### src/rtl/btn_pkg.sv
// btn_pkg: shared debounce FSM state type and default stability window
package btn_pkg;
   typedef enum logic [1:0] {STABLE_LOW, PEND_HIGH, STABLE_HIGH, PEND_LOW} db_state_t;
   localparam int DEFAULT_STABLE_CYCLES = 500000;
endpackage

### src/rtl/sync_2ff.sv
// sync_2ff: two-flop synchroniser for a single asynchronous input, resets to 0
module sync_2ff (
   input  logic clk,
   input  logic rst_n,
   input  logic d,
   output logic q
);
   logic meta_q, q_q;
   always_ff @(posedge clk or negedge rst_n) begin
      if (!rst_n) {q_q, meta_q} <= 2'b00;
      else        {q_q, meta_q} <= {meta_q, d};
   end
   assign q = q_q;
endmodule

### src/rtl/btn_debounce.sv
// btn_debounce: synchronises a bouncing input and only follows it after STABLE_CYCLES steady cycles
module btn_debounce
   import btn_pkg::*;
#(
   parameter int STABLE_CYCLES = DEFAULT_STABLE_CYCLES
) (
   input  logic clk,
   input  logic rst_n,
   input  logic btn_in,
   output logic db_out,
   output logic busy
);
   localparam int CNT_W = $clog2(STABLE_CYCLES);
   localparam logic [CNT_W-1:0] LAST = CNT_W'(STABLE_CYCLES - 1);
   logic s2;
   db_state_t state_q, state_d;
   logic [CNT_W-1:0] cnt_q, cnt_d;
   logic db_q, db_d, busy_q, busy_d;
   sync_2ff u_sync (.clk(clk), .rst_n(rst_n), .d(btn_in), .q(s2));
   always_comb begin
      state_d = state_q;
      cnt_d   = cnt_q;
      db_d    = db_q;
      case (state_q)
         STABLE_LOW: begin
            state_d = s2 ? PEND_HIGH : STABLE_LOW;
            cnt_d   = s2 ? CNT_W'(1) : '0;
         end
         PEND_HIGH:
            if (!s2) begin
               state_d = STABLE_LOW;
               cnt_d   = '0;
            end else if (cnt_q == LAST) begin
               state_d = STABLE_HIGH;
               db_d    = 1'b1;
               cnt_d   = '0;
            end else cnt_d = cnt_q + CNT_W'(1);
         STABLE_HIGH: begin
            state_d = s2 ? STABLE_HIGH : PEND_LOW;
            cnt_d   = s2 ? '0 : CNT_W'(1);
         end
         PEND_LOW:
            if (s2) begin
               state_d = STABLE_HIGH;
               cnt_d   = '0;
            end else if (cnt_q == LAST) begin
               state_d = STABLE_LOW;
               db_d    = 1'b0;
               cnt_d   = '0;
            end else cnt_d = cnt_q + CNT_W'(1);
         default: begin
            state_d = STABLE_LOW;
            db_d    = 1'b0;
            cnt_d   = '0;
         end
      endcase
      busy_d = (state_d == PEND_HIGH) || (state_d == PEND_LOW);
   end
   always_ff @(posedge clk or negedge rst_n) begin
      if (!rst_n) begin
         state_q <= STABLE_LOW;
         cnt_q   <= '0;
         db_q    <= 1'b0;
         busy_q  <= 1'b0;
      end else begin
         state_q <= state_d;
         cnt_q   <= cnt_d;
         db_q    <= db_d;
         busy_q  <= busy_d;
      end
   end
   assign db_out = db_q;
   assign busy   = busy_q;
endmodule

### config.mk
export PLATFORM = sky130hd
export DESIGN_NAME = btn_debounce
export DESIGN_NICKNAME = d
export VERILOG_FILES = /design/src/rtl/btn_pkg.sv /design/src/rtl/sync_2ff.sv /design/src/rtl/btn_debounce.sv
export SDC_FILE = /design/constraint.sdc
export NUM_CORES = 1
export LEC_CHECK = 0
export ABC_AREA = 1
export BUFFER_PORTS_ARGS = -buffer_cell sky130_fd_sc_hd__buf_2
export CAP_MARGIN = 20
export CORE_MARGIN = 2
export CORE_UTILIZATION = 50
export DETAILED_ROUTE_END_ITERATION = 6
export PLACE_DENSITY = 0.66
export SYNTH_ARGS = -nofsm -noshare
export SYNTH_HDL_FRONTEND = slang
export SYNTH_HIERARCHICAL = 1
export SYNTH_SLANG_ARGS = --single-unit
### constraint.sdc
create_clock -name clk -period 3.3 [get_ports clk]
set_clock_uncertainty 0.15 [all_clocks]
set_input_delay 0.33 -clock clk [delete_from_list [all_inputs] [get_ports clk]]
set_output_delay 0.33 -clock clk [all_outputs]
set_load 0.02 [all_outputs]
Yosys cells after proc, flatten, opt, wreduce, memory -nomap -nowiden
Cells that the tools add are included. W data, S select, Z words.

Register bits after elaboration: 25. Input bits: 3. Output and inout bits: 2. Logic and storage cells: 39.

$add $sub $neg: 1. Equal/unequal tests: 10. Mux-type cells: 18. Reductions and logical operators: 4.

Operator list (count): $pmux W19 S4 (1); $mux W19 (3); $add A19 B1 Y19 const B (1); $eq A19 B19 Y1 const B (1); $mux W1 (8); $mux W2 (4); $pmux W2 S4 (1); $eq A2 B2 Y1 const B (3); $ne A2 B2 Y1 const B (3); $reduce_and A5 Y1 (1); $eq A2 B1 Y1 const B (2); $logic_not A2 Y1 (1); $ne A2 B1 Y1 const B (1); $pmux W1 S2 (1); $reduce_bool A2 Y1 (1); $logic_or A1 B1 Y1 (1).

Logic depth before layout (Yosys ltp)
Gate-level depths: netlist of the first run.

Depth in word-level cells: 6. Depth in mapped cells: 9. Mapped depth without buffers: 9.

By module
The synthesis of the first run kept the hierarchy.

Modules (own cells, without submodules): btn_debounce (instances 1, cells each 183, area an instance 1392.6 sq um, seq. area each 550.5 sq um); sync_2ff (instances 1, cells each 2, area an instance 50.0 sq um, seq. area each 50.0 sq um).

Worst setup path before layout of the first run
OpenSTA, ideal clock, no wires.

Path type: register to register. Start: register cnt_q[0]. End: register cnt_q[8]. Library setup time: 0.123 ns. Arrival: 1.278 ns. Data required time: 3.027 ns. Slack: 1.749 ns. Cell stages (with the launch flop): 8. Path buffers: 1. Clock period less this slack: 1.551 ns. Cell sequence: dfrtp_1 ha_1 nand2_4 nor3_4 nand3_4 nand2_4 buf_12 nor3_2.

Cells in the longest elaborated chain, start to end: 4. Elaborated cells on any way between the ends: 6. Those cells by class: add/sub (1); eq/ne (1); mux (4).

Ends and longest elaborated chain: start, declared (line btn_debounce.sv:17) `logic [CNT_W-1:0] cnt_q, cnt_d;`; start signal, assigned (line btn_debounce.sv:67) `cnt_q <= cnt_d;`; $add A19 B1 Y19 / $eq A19 B19 Y1 (equally long branches); $mux W19 * (line btn_debounce.sv:33, btn_debounce.sv:46); $mux W19, on equally long branches (line btn_debounce.sv:43, btn_debounce.sv:30); $pmux W19 S4 * (line btn_debounce.sv:24) `case (state_q)`; named net cnt_d[8] (line btn_debounce.sv:17).

Mark *: on every way through the listed nets, which the timed path passes. The rest lies on a longest branch. A chain may end at the register's enable or synchronous reset.

Final worst setup path of the first run
Start: register cnt_q[0]. End: register cnt_q[5].

Same word-level chain as after synthesis.

==> results of run 1 <==
how the worst max path moves through the flow:
stage / end / start / cells after the start
floorplan: cnt_q[8]$_DFF_PN0_ / cnt_q[0]$_DFF_PN0_ / 7
global placement: cnt_q[5]$_DFF_PN0_ / cnt_q[0]$_DFF_PN0_ / 6
detailed placement: cnt_q[5]$_DFF_PN0_ / cnt_q[0]$_DFF_PN0_ / 6
CTS: cnt_q[5]$_DFF_PN0_ / cnt_q[0]$_DFF_PN0_ / 6
global route: cnt_q[5]$_DFF_PN0_ / cnt_q[0]$_DFF_PN0_ / 6
finish: cnt_q[5]$_DFF_PN0_ / cnt_q[0]$_DFF_PN0_ / 6
power groups by stage:
stage / registers, W / logic [W] / clock network, W
6_report: 0.000301 / 0.0000238 / 0.000125
5_1_grt: 0.000301 / 0.0000276 / 0.000138
4_1_cts: 0.000301 / 0.0000247 / 0.000134
3_5_place_dp: 0.000307 / 0.0000230 / 0
3_3_place_gp: 0.000306 / 0.0000223 / 0
2_1_floorplan: 0.000307 / 0.0000149 / 0
worst max-delay path, delay by kind of cell (launching register included):
kind          cells  cell delay, ns
flops             1            0.43
fa+ha+maj         1            0.23
simple gates      5            0.75
Yosys cell counts:
master | n | share of area
nand2_1 | 40 | 0.10
nor2_1 | 33 | 0.086
dfrtp_1 | 24 | 0.42
inv_1 | 24 | 0.062
nand3_1 | 14 | 0.049
nor2_2 | 10 | 0.043
nand4_1 | 7 | 0.030
nor2_4 | 4 | 0.031
a21oi_1 | 3 | 0.010
nor3_2 | 3 | 0.021
a21oi_2 | 2 | 0.012
nand2_2 | 2 | 0.0087
nand2_4 | 2 | 0.016
nor3_1 | 2 | 0.0069
o21ai_0 | 2 | 0.0069
xnor2_1 | 2 | 0.012
xor2_1 | 2 | 0.012
a31oi_1 | 1 | 0.0043
buf_12 | 1 | 0.014
clkinv_1 | 1 | 0.0026
ha_1 | 1 | 0.0087
nand3_2 | 1 | 0.0069
nand3_4 | 1 | 0.012
nor3_4 | 1 | 0.011
nor3b_2 | 1 | 0.0087
o21ai_1 | 1 | 0.0035
logic make-up (layout without fill, tap and decap cells):
logic type,count (synthesis),count (layout),share of synthesized area
compound gates,9,9,0.0373
xor+xnor,4,4,0.0243
fa+ha+maj,1,1,0.00867
buf+inv,26,34,0.0789
flops,24,24,0.416
simple gates,121,121,0.435
flip-flops by register name (all words and copies together), names as in the netlist:
register	count
db_out	1
state_q	1
cnt_q	19
busy	1
u_sync/q	1
u_sync/meta_q	1
area by class of cell:
cell class / instances / area [µm²]
clock buffers: 3 / 22.5
fillers: 280 / 1230
inverters: 25 / 93.8
multi-input cells: 135 / 728
flip-flops and latches: 24 / 601
well taps: 31 / 38.8
repair buffers: 6 / 40.0
per-stage QoR:
stage	total power, W	area [µm²]	setup slack (ns)	util
after floorplan	0.000321	1440	1.75	-
after global placement	0.000329	1480	1.69	0.537
after detailed placement	0.000330	1480	1.62	0.537
after CTS	0.000459	1520	1.61	0.553
after global routing	0.000467	1520	1.51	0.553
final	0.000450	1520	1.63	0.553
metal layers:
layer,up-vias,wire length (µm)
met4,0,38
li1,596,-
met2,27,1330
met3,4,116
met1,533,1320
met5,-,0
==> results.toml, run 1 <==
[outcome]
status = "completed"

[clock_tree]
cts-buffers-inserted = 3
cts_root_buffer = "clkbuf_4"
post_cts_buffers = 0
cts_tree = "done"
clock_sinks = 24
hold_buffers = 2
clk_pin_slew_worst_paths_ns = 0.12
cts_buffer_depth = 2
htree_levels = 1
clock_latency_ns = 0.31
cts_resized = 0

[min_path]
hold_path.startpoint = "u_sync/meta_q$_DFF_PN0_"
min_path_cells = 0
worstHoldEndpoint = "u_sync/q$_DFF_PN0_"
hold_class = "flop to flop"

[global_route]
met2_usage = 0.312
met1_usage = 0.271
first_global_vias = 1113
grt_max_degree = 25
antenna_found_initial = 0
grt_pass1_wl_mm = 4.97
met3_usage = 0.0201
grt_usage = 0.193
busiest_layer = "met2"
overflow = 0

[sta]
finalHoldViolCount = 0
drv_slew = 0
holdWs_ns = 0.219
setup_violations = 0
worst_pin_slew_ns = 0.523
setup_tns_ns = 0
grt_setup_unrepaired = "no"
period_minus_slack_ns = 1.67
period_share = 0.507
fmax_ghz = 0.597
max_slew_margin = 0.652

[place]
gp_congestion = 0.843
io_buffers = 4
dp_cells = 219
post-dp-hpwl_mm = 2.15

[floorplanning]
ios = 5
initial_utilization = 0.523
fp-row-count = 19
die_w_um = 57.7
core_area_mm2 = 0.00276
die_y_um = 57.7
die_area_mm2 = 0.00333

[worst_setup_path]
crit_chain = "ha_1 > nand2_4 > nor3_4 > nand3_4 > nand2_4 > nor3_1"
r2r-end = "cnt_q[5]$_DFF_PN0_"
worst_ep_arrival_time_ns = 1.72
worstSetupPathType = "flop to flop"
r2r_cells = 6
worst_r2r_startpoint = "cnt_q[0]$_DFF_PN0_"
cp_max_fo = 11
worst_ep_required_time_ns = 3.35
r2r_slack_ns = 1.63
start_kind = "flop"
end_kind = "flop"
cpMostUsedCell = "nand2_4"
crit_path_max_incr_delay_ns = 0.43
slowest_stage = "dfrtp_1"

[detailed_routing]
viasPerCell = 5.18
wl_per_cell_um = 12.5
drt_iter0_markers = 26
final_antenna_net_count = 0
drc = 0
dr.pass1.iters = 4
vias = 1160
wl_mm = 2.81

[power]
p_seq_frac = 0.668
p_comb_frac = 0.053
powerDensity_mw_per_mm2 = 295
netSwitchingFraction = 0.229
ir_drop_mv = 0.207
power.leakage_nw = 0.612
power_switching_w = 0.000103
clkPwrFrac = 0.279
internal-power_w = 0.000347

[final_layout]
drive_gt1_frac = 0.176
final_common_cell = "nand2_1"
layout_common_cells = "nand2_1, nor2_1, inv_1, dfrtp_1, nand3_1"
final_cells = 224
fin_nets = 199
area_growth_pct = 5.64
antenna_cells = 0

[yosys]
netlist_area_mm2 = 0.00144
netlist_instances = 185
ys_types = 26
postSynthAreaPerCell_um2 = 7.80
syn_nets = 189
yosys_warnings = 6
synth-seq-area-share = 0.416
ys_ff_latch = 24

[job]
max_cap_viol_count = 0
Power figures use the tool's default switching activity.
==> run 2: changes to the inputs <==
ABC_AREA = 0   (was 1)
PLACE_DENSITY = 0.67   (was 0.66)
clock period = 1.6 ns   (was 3.3 ns; I/O delays follow)
==> run 2 against run 1 <==
  * The run now ends with setup timing left
  * Critical path type unchanged
  * Synthesized cell count shrank 41%
  * Largest power group unchanged
  * Worst hold slack got worse by 0.042 ns
  * Critical path depth unchanged
  * Clock power increased to 3.5 times the previous value
  * Wire length down 7.1%
  * Highest routed layer unchanged
==> results.toml, run 2 <==
[worst_setup_path]
crit_chain = "or4_4 > or4_4 > o21ai_4 > buf_6 > buf_12 > nor2_1"
cpMostUsedCell = "or4_4"
worstSetupPathType = "flop to flop"
r2r_slack_ns = -0.70
r2r-end = "cnt_q[8]$_DFF_PN0_"
crit_path_max_incr_delay_ns = 0.61
r2r_cells = 6
worst_ep_required_time_ns = 1.67
worst_r2r_startpoint = "cnt_q[10]$_DFF_PN0_"
slowest_stage = "or4_4"
worst_ep_arrival_time_ns = 2.36
cp_max_fo = 8
end_kind = "flop"
start_kind = "flop"

[floorplanning]
core_area_mm2 = 0.00219
ios = 5
fp-row-count = 17
die_w_um = 51.8
die_area_mm2 = 0.00268
die_y_um = 51.8
initial_utilization = 0.521

[sta]
worst_pin_slew_ns = 0.539
fmax_ghz = 0.436
period_minus_slack_ns = 2.30
finalHoldViolCount = 0
drv_slew = 0
max_slew_margin = 0.641
holdWs_ns = 0.177
period_share = 1.44
grt_setup_unrepaired = "yes"
layout_setup_ws_ns = -0.696
setup_violations = 22

[clock_tree]
cts_buffer_depth = 2
cts_root_buffer = "clkbuf_4"
htree_levels = 1
clk_pin_slew_worst_paths_ns = 0.14
cts-buffers-inserted = 3
cts_tree = "done"
clock_latency_ns = 0.32
clock_sinks = 24

[yosys]
netlist_area_mm2 = 0.00114
synth.area.mux_share = 0.00986
yosysTopAreaCellShare = 0.526
synth-simple-area-share = 0.233
yosysMostFrequentCell = "dfrtp_1"
yosys_warnings = 6
synth_top_cells_by_area = "dfrtp_1, xor2_1, nor2_1, nand3_1, a21oi_1"
synthXorXnorAreaFrac = 0.0843
netlist_instances = 110
ys_types = 27
synthAdderAreaFrac = 0.0110
postSynthAreaPerCell_um2 = 10.4
synth-seq-area-share = 0.526
ys_ff_latch = 24
synth-edff-count = 0
synth_top_family_by_area = "simple AND/OR/NAND/NOR gates"
synth_top_cells_by_count = "dfrtp_1, nor2_1, nand3_1, xor2_1, a21oi_1"
syn_nets = 114
ys_async_sr_fraction = 1.00
synth_compound_area_frac = 0.108
ys.flop_type = "dfrtp_1"
yosysTopAreaCell = "dfrtp_1"

[min_path]
hold_class = "primary input to async pin"

[detailed_routing]
wl_per_cell_um = 14.3
dr.pass1.iters = 4
wl_mm = 2.61
vias = 1002
viasPerCell = 5.51
drc = 0
drt_iter0_markers = 15
final_antenna_net_count = 0

[global_route]
first_global_vias = 1039
overflow = 0
antenna_found_initial = 0
grt_pass1_wl_mm = 4.53
grt_usage = 0.235
grt_max_degree = 25

[place]
gp_congestion = 0.757
pre_cts_ws_ns = -0.771
place_area_mm2 = 0.00142
io_buffers = 4
post-dp-hpwl_mm = 1.68
dp_cells = 169

[final_layout]
largest_reg_flops = 19
regMostFlops = "cnt_q"
drive_gt1_frac = 0.409
antenna_cells = 0
post-route-cell-area_mm2 = 0.00162
fin_util = 0.737
final_cells = 182
area_growth_pct = 41.4
final_common_cell = "buf_4"
fin_nets = 159
layout_common_cells = "buf_4, dfrtp_1, nand3_1, xor2_1, nor2_2"

[job]
max_cap_viol_count = 0

[power]
ir_drop_mv = 0.594
power.leakage_nw = 0.715
powerDensity_mw_per_mm2 = 700

[outcome]
violations = "setup timing"
status = "finished, violations left"
[run 2: changes by cell type after synthesis, moves of 3 or more]
| cell | delta |
|---|---|
| nand2_1 | -36 |
| nor2_4 | -4 |
| inv_1 | -20 |
| o31ai_1 | +3 |
| a21oi_1 | +5 |
| or3_1 | +4 |
| nand4_1 | -3 |
| nor2_1 | -20 |
| nor2_2 | -10 |
| nand3_1 | -5 |
| and3_1 | +3 |
| or4_1 | +5 |
| xor2_1 | +7 |
[run 2: area by class of cell]
type	instances	area [µm²]
clock buffer	3	22.5
inverter	4	15.0
clock inverter	1	30.0
sequential	24	601
tap	28	35.0
fill	142	576
multi-input combinational	80	578
timing repair buffer	42	334
[run 2: cell families after synthesis]
logic type / Yosys count
compound gates: 19
xor+xnor: 11
fa+ha+maj: 1
buf+inv: 6
flops: 24
mux: 1
simple gates: 48
[run 2: what timing repair did]
action                                  in CTS  in global routing
gates cloned                                 1                  0
hold buffers                                 2                  0
endpoints found under the setup margin      22                 22
resized for setup                            9                 11
pin swaps                                    2                  3
setup buffers                                5                  2
hold endpoints to repair                    25                  0
[run 2: through the flow]
step                power, W  TNS, ns
global route         0.00117   -15.13
floorplan           0.000653   -12.85
CTS                  0.00114   -13.37
global placement    0.000684   -14.16
finish               0.00113   -14.09
detailed placement  0.000686   -14.96
[run 2: critical path: cells and delay by family, from the launching register on]
family | cells | cell delay [ns]
DFF | 1 | 0.40
and+or+nand+nor | 3 | 1.19
AOI/OAI and AO/OA | 1 | 0.20
buffers and inverters | 2 | 0.26
[run 2: how the worst max path moves through the flow]
stage	startpoint	end	slack, ns	cells past startpoint
finish	cnt_q[10]$_DFF_PN0_	cnt_q[8]$_DFF_PN0_	-0.70	6
global route	cnt_q[10]$_DFF_PN0_	cnt_q[14]$_DFF_PN0_	-0.74	6
CTS	cnt_q[5]$_DFF_PN0_	state_q[1]$_DFF_PN0_	-0.64	4
detailed placement	cnt_q[5]$_DFF_PN0_	state_q[1]$_DFF_PN0_	-0.77	4
global placement	cnt_q[5]$_DFF_PN0_	state_q[1]$_DFF_PN0_	-0.73	4
floorplan	cnt_q[5]$_DFF_PN0_	state_q[1]$_DFF_PN0_	-0.69	5
[run 2: layer usage]
metal | track usage | up-vias | part of all wire
met3 | 0.0374 | 6 | 0.020
li1 | - | 491 | -
met5 | 0 | - | 0
met1 | 0.283 | 493 | 0.46
met4 | 0.123 | 0 | 0.024
met2 | 0.404 | 12 | 0.50
[run 2: where the power goes]
| group | leakage [nW] | total (W) | switching (W) | internal [W] |
|---|---|---|---|---|
| clock | 0.0279 | 0.000441 | 0.000187 | 0.000254 |
| sequential | 0.326 | 0.000618 | 0.00000481 | 0.000614 |
| combinational | 0.361 | 0.0000712 | 0.0000409 | 0.0000303 |
